===== src/rtl/w25q_pkg.sv =====
// Shared constants and types for the W25Q fast-read request arbiter.
package w25q_pkg;

    localparam int ADDR_W_DEF  = 24;
    localparam int TIMEOUT_DEF = 1024;
    localparam int RSP_W       = 16;

    typedef enum logic [1:0] {
        ST_IDLE      = 2'd0,
        ST_START     = 2'd1,
        ST_WAIT_DONE = 2'd2,
        ST_WAIT_LOW  = 2'd3
    } state_e;

endpackage


===== src/rtl/rr_arb2.sv =====
// Two-input round-robin arbiter. On a tie the requester that did not win
// the previous accepted transaction is granted.
module rr_arb2 (
    input  logic       clk,
    input  logic       arstn,
    input  logic [1:0] req,
    input  logic       advance,
    output logic [1:0] gnt
);

    logic last_grant_q;

    // Grant the lone requester, or on a tie the one that lost last time
    always_comb begin
        gnt = req;
        if (req == 2'b11) begin
            gnt = last_grant_q ? 2'b01 : 2'b10;
        end
    end

    // Remember who won; reset to 1 so requester 0 takes the first tie
    always_ff @(posedge clk or posedge arstn) begin
        if (arstn) begin
            last_grant_q <= 1'b1;
        end else if (advance && (gnt != 2'b00)) begin
            last_grant_q <= gnt[1];
        end
    end

endmodule


===== src/rtl/w25q_read_arbiter.sv =====
// Arbitrates two read requesters onto the single W25Q fast-read engine,
// sequences the start/done handshake and returns the two data bytes as a
// one-cycle response, with a watchdog for an engine that never finishes.
//
// state        | meaning
// -------------+----------------------------------------------------------
// ST_IDLE      | waiting for a request, arbiter drives ready
// ST_START     | fr_start high, watchdog cleared
// ST_WAIT_DONE | counting, waiting for a fresh rising edge on fr_done
// ST_WAIT_LOW  | response issued, waiting for the engine to drop fr_done
module w25q_read_arbiter
    import w25q_pkg::*;
#(
    parameter int ADDR_W  = ADDR_W_DEF,
    parameter int TIMEOUT = TIMEOUT_DEF
) (
    input  logic              clk,
    input  logic              arstn,
    input  logic              req0_valid,
    input  logic [ADDR_W-1:0] req0_addr,
    output logic              req0_ready,
    input  logic              req1_valid,
    input  logic [ADDR_W-1:0] req1_addr,
    output logic              req1_ready,
    output logic              rsp0_valid,
    output logic [RSP_W-1:0]  rsp0_data,
    output logic              rsp0_err,
    output logic              rsp1_valid,
    output logic [RSP_W-1:0]  rsp1_data,
    output logic              rsp1_err,
    output logic              fr_start,
    output logic [ADDR_W-1:0] fr_addr,
    input  logic              fr_done,
    input  logic [7:0]        fr_data1,
    input  logic [7:0]        fr_data2,
    output logic              busy,
    output logic              grant
);

    localparam int               CNT_W    = $clog2(TIMEOUT);
    localparam logic [CNT_W-1:0] CNT_LAST = CNT_W'(TIMEOUT - 1);

    state_e            state_q;
    logic [CNT_W-1:0]  cnt_q;
    logic              done_q;
    logic              fr_start_q;
    logic [ADDR_W-1:0] fr_addr_q;
    logic              grant_q;
    logic [1:0]        rsp_valid_q;
    logic [1:0]        rsp_err_q;
    logic [RSP_W-1:0]  rsp_data_q [2];

    logic [1:0] gnt;
    logic       idle;
    logic       accept;
    logic       done_rise;

    assign idle      = (state_q == ST_IDLE);
    assign accept    = idle && (gnt != 2'b00);
    assign done_rise = fr_done && !done_q;

    rr_arb2 u_arb (
        .clk     (clk),
        .arstn   (arstn),
        .req     ({req1_valid, req0_valid}),
        .advance (accept),
        .gnt     (gnt)
    );

    assign req0_ready = idle && gnt[0];
    assign req1_ready = idle && gnt[1];

    assign fr_start   = fr_start_q;
    assign fr_addr    = fr_addr_q;
    assign grant      = grant_q;
    assign busy       = !idle;
    assign rsp0_valid = rsp_valid_q[0];
    assign rsp1_valid = rsp_valid_q[1];
    assign rsp0_err   = rsp_err_q[0];
    assign rsp1_err   = rsp_err_q[1];
    assign rsp0_data  = rsp_data_q[0];
    assign rsp1_data  = rsp_data_q[1];

    // Sequencer: accept, start pulse, wait for done edge or watchdog, drain done
    always_ff @(posedge clk or posedge arstn) begin
        if (arstn) begin
            state_q       <= ST_IDLE;
            cnt_q         <= '0;
            done_q        <= 1'b0;
            fr_start_q    <= 1'b0;
            fr_addr_q     <= '0;
            grant_q       <= 1'b0;
            rsp_valid_q   <= '0;
            rsp_err_q     <= '0;
            rsp_data_q[0] <= '0;
            rsp_data_q[1] <= '0;
        end else begin
            // done history runs in every state so a done already high at
            // START is never mistaken for a completion edge
            done_q      <= fr_done;
            fr_start_q  <= 1'b0;
            rsp_valid_q <= '0;
            case (state_q)
                ST_IDLE: begin
                    if (accept) begin
                        fr_addr_q  <= gnt[1] ? req1_addr : req0_addr;
                        grant_q    <= gnt[1];
                        fr_start_q <= 1'b1;
                        state_q    <= ST_START;
                    end
                end
                ST_START: begin
                    cnt_q   <= '0;
                    state_q <= ST_WAIT_DONE;
                end
                ST_WAIT_DONE: begin
                    cnt_q <= cnt_q + CNT_W'(1);
                    if (done_rise) begin
                        rsp_valid_q[grant_q] <= 1'b1;
                        rsp_err_q[grant_q]   <= 1'b0;
                        rsp_data_q[grant_q]  <= {fr_data1, fr_data2};
                        state_q              <= ST_WAIT_LOW;
                    end else if (cnt_q == CNT_LAST) begin
                        rsp_valid_q[grant_q] <= 1'b1;
                        rsp_err_q[grant_q]   <= 1'b1;
                        rsp_data_q[grant_q]  <= '0;
                        state_q              <= ST_WAIT_LOW;
                    end
                end
                ST_WAIT_LOW: begin
                    if (!fr_done) begin
                        state_q <= ST_IDLE;
                    end
                end
                default: state_q <= ST_IDLE;
            endcase
        end
    end

endmodule


===== config.mk =====
export PLATFORM = sky130hd
export DESIGN_NAME = w25q_read_arbiter
export DESIGN_NICKNAME = d
export VERILOG_FILES = /design/src/rtl/w25q_pkg.sv /design/src/rtl/rr_arb2.sv /design/src/rtl/w25q_read_arbiter.sv
export SDC_FILE = /design/constraint.sdc
export NUM_CORES = 1
export LEC_CHECK = 0
export ABC_AREA = 1
export BUFFER_PORTS_ARGS = -buffer_cell sky130_fd_sc_hd__buf_2
export CAP_MARGIN = 20
export CORE_UTILIZATION = 50
export CTS_CLUSTER_SIZE = 16
export DETAILED_ROUTE_END_ITERATION = 6
export HOLD_SLACK_MARGIN = 0.03
export MAX_ROUTING_LAYER = met4
export PLACE_DENSITY = 0.87
export SETUP_SLACK_MARGIN = 0.05
export SLEW_MARGIN = 5
export SYNTH_ARGS = -nofsm -noshare
export SYNTH_HDL_FRONTEND = slang
export SYNTH_SLANG_ARGS = --single-unit

===== constraint.sdc =====
create_clock -name clk -period 6.4 [get_ports clk]
set_input_delay 1.28 -clock clk [delete_from_list [all_inputs] [get_ports clk]]
set_output_delay 1.28 -clock clk [all_outputs]
set_load 0.1 [all_outputs]

==> results.md <==
* Final #Nets at 593
* Crit path max fanout at 25
* Core area at 6490 sq um
* Endpoint, Worst Hold: rsp0_data[8]
* ANT cells at 0
* CTS tree: built
* Drt pass-1 iters at 4
* Vias in the first global route at 2,981
* Post-CTS Setup Inserts at 0
* Post-CTS Resized at 0
* # hold bufs at CTS at 0
* Die height at 85.2 um
* Setup TNS at 0 ns
* R2r endpoint: rsp0_data[9]
* RSZ-0062 raised after global routing: false
* Worst skew pair latency at 0.35 ns
* Crit-path max cell delay at 0.48 ns
* Global placement routability congestion at 0.807
* Hold path depth at 2
* Critical path type: input pin to primary output
* TritonCTS Buffers at 9
* ANT nets after route at 0
* First-pass GRT wire length at 13.4 mm
* Tmin final at 4.26 ns
* CP arrival at 2.98 ns
* Most used DFF post-synth: dfrtp_1
* CP endpoint kind: primary output
* R2R Path Start: grant
* Area grow syn2layout at 27.8%
* Synthesized net count at 467
* Hold path startpoint: rsp0_data[8]
* Maxcap violations at 0
* Synthesis Warnings at 0
* Clock tree buffer depth at 2
* Final setup vio count at 0
* Die area at 7250 sq um
* Syn Inst Count at 394
* Slew HR at 37.5%
* CTS Root Cell: clkbuf_8
* Register area share after synthesis at 55.0%
* Via/cell ratio at 5.34
* Top cells by area, synth: dfrtp_1 54%, nand2_1 14%, nand4_1 6.3%
* HPWL after DPL at 5.57 mm
* Outcome: completed
* Clk slew on worst S/H paths at 0.08 ns
* H-tree level count at 3
* IO Port Bufs at 133
* Starting Density at 53.2%
* CTS Sinks at 76
* Worst r2r path cells at 4
* Bufs and invs on worst path at 4
* Final cycle utilization of the critical path at 66.5%
* Initial antenna violation count at 0
* Seq cells post-synth at 76
* Delay-heaviest family, CP: buffers and inverters
* Multi-input logic area at 1360 sq um
* Async S/R FF share, synth at 100%
* F_max at 235 MHz
* Total area of sequential cells at 1900 sq um
* Flop-to-flop setup slack at 4.65 ns
* Worst path slowest cell: a21oi_4
* Pin count of the biggest net entering global routing at 77
* Via count at 3,213
* WL/cell at 13.6 um
* IO Pins at 134
* Mapped Avg Cell Area at 8.78 sq um
* Top cell type's share of synthesized area at 54.3%
* DRC viols at 0
* Final worst clock skew at 0.00810 ns
* Fillers at 486
* CP required at 5.12 ns
* Die span in x at 85.2 um
* Final Hold Fails at 0
* Worst-Margin Slew at 0.938 ns
* Count of cell types in the netlist at 30
* Post-synth top area cell: dfrtp_1
* Gr usage total at 24.2%
* Worst-path cell chain: buf_2, inv_2, a21oi_4, inv_2, nor2_1, buf_2
* Crit start category: input pin
* Iter 0 DRT Violations at 212
* Hold Path Class: register to register
* Final wirelength at 8.18 mm
* Post-synth EDFFs at 0
* Share of layout cells above drive strength 1 at 33.9%
* Grt ovf at 0
* Count of final max-slew check failures at 0
* Synth Cell Area at 3460 sq um
* Commonest cells after routing, fill and taps aside: 133 x nand2_1, 133 x buf_2, 75 x dfrtp_1
* # rows at 29
[worst register-to-register path, delay by kind of cell (launching register included)]
| kind | cells | cell delay, ns |
|---|---|---|
| buffers and inverters | 1 | 0.36 |
| flip-flops | 1 | 0.82 |
| AND/OR/NAND/NOR | 3 | 0.51 |
[cells in the mapped netlist, types with 4 or more instances]
cell     count
nand2_1    133
dfrtp_1     75
nor2_1      39
nand4_1     35
a31oi_1     24
buf_2       15
inv_1       15
nand3_1      9
inv_2        7
nand2_2      6
a21oi_1      5
ha_1         4
[stage by stage]
| step | setup WS (ns) | instance area [sq um] | hold slack, ns | utilization (%) | cells |
|---|---|---|---|---|---|
| 5_1_grt | 2.00 | 4420 | 0.483 | 68.1 | 602 |
| 3_3_place_gp | 2.20 | 4120 | 0.449 | 63.5 | 584 |
| 2_1_floorplan | 1.56 | 3460 | 0.469 | - | 394 |
| 6_report | 2.14 | 4420 | 0.471 | 68.1 | 602 |
| 3_5_place_dp | 2.15 | 4120 | 0.453 | 63.5 | 584 |
| 4_1_cts | 2.17 | 4390 | 0.472 | 67.5 | 600 |
[kinds of logic (layout without fill, tap and decap cells)]
logic type	Yosys count	after routing	share of synthesized area [%]
AO/OA/AOI/OAI	35	35	6.51
adder cells (fa/ha/maj)	4	4	1.45
XOR/XNOR	1	1	0.253
buffers and inverters	44	175	5.86
AND/OR/NAND/NOR	234	234	30.9
flip-flops	76	76	55.0
[sequential cells by signal, indices dropped and copies added, names as in the netlist, named ones only]
register	flops
rsp_valid_q	2
fr_start	1
state_q	2
cnt_q	10
grant	1
fr_addr	24
done_q	1
rsp1_data	16
u_arb.last_grant_q	1
rsp0_data	16
[how the worst max path moves through the flow]
stage                  to  slack, ns  startpoint  cells after the start
3_5_place_dp   req1_ready       2.15  req1_valid                      6
2_1_floorplan  req0_ready       1.56  req0_valid                      2
4_1_cts        req1_ready       2.17  req1_valid                      6
5_1_grt        req1_ready       2.00  req1_valid                      6
6_report       req1_ready       2.14  req1_valid                      6
3_3_place_gp   req1_ready       2.20  req0_valid                      5
[layout make-up]
| cell class | count | area share (%) |
|---|---|---|
| clock inverters | 7 | 3.14 |
| flip-flops and latches | 76 | 43.1 |
| repair buffers | 137 | 16.2 |
| clock buffers | 9 | 2.80 |
| inverters | 22 | 1.87 |
| well taps | 77 | 2.18 |
| multi-input cells | 274 | 30.8 |
[metal layers]
| layer | global-route usage [%] | vias up | routed length [um] |
|---|---|---|---|
| met2 | 38.7 | 154 | 3940 |
| li1 | - | 1554 | - |
| met5 | - | - | 0 |
| met1 | 30.7 | 1487 | 3460 |
| met4 | 10.9 | 0 | 182 |
| met3 | 3.70 | 18 | 594 |
Power is left out: the tool's default activity adds up to more than one toggle a clock period on the data nets, which glitch-free logic cannot reach.
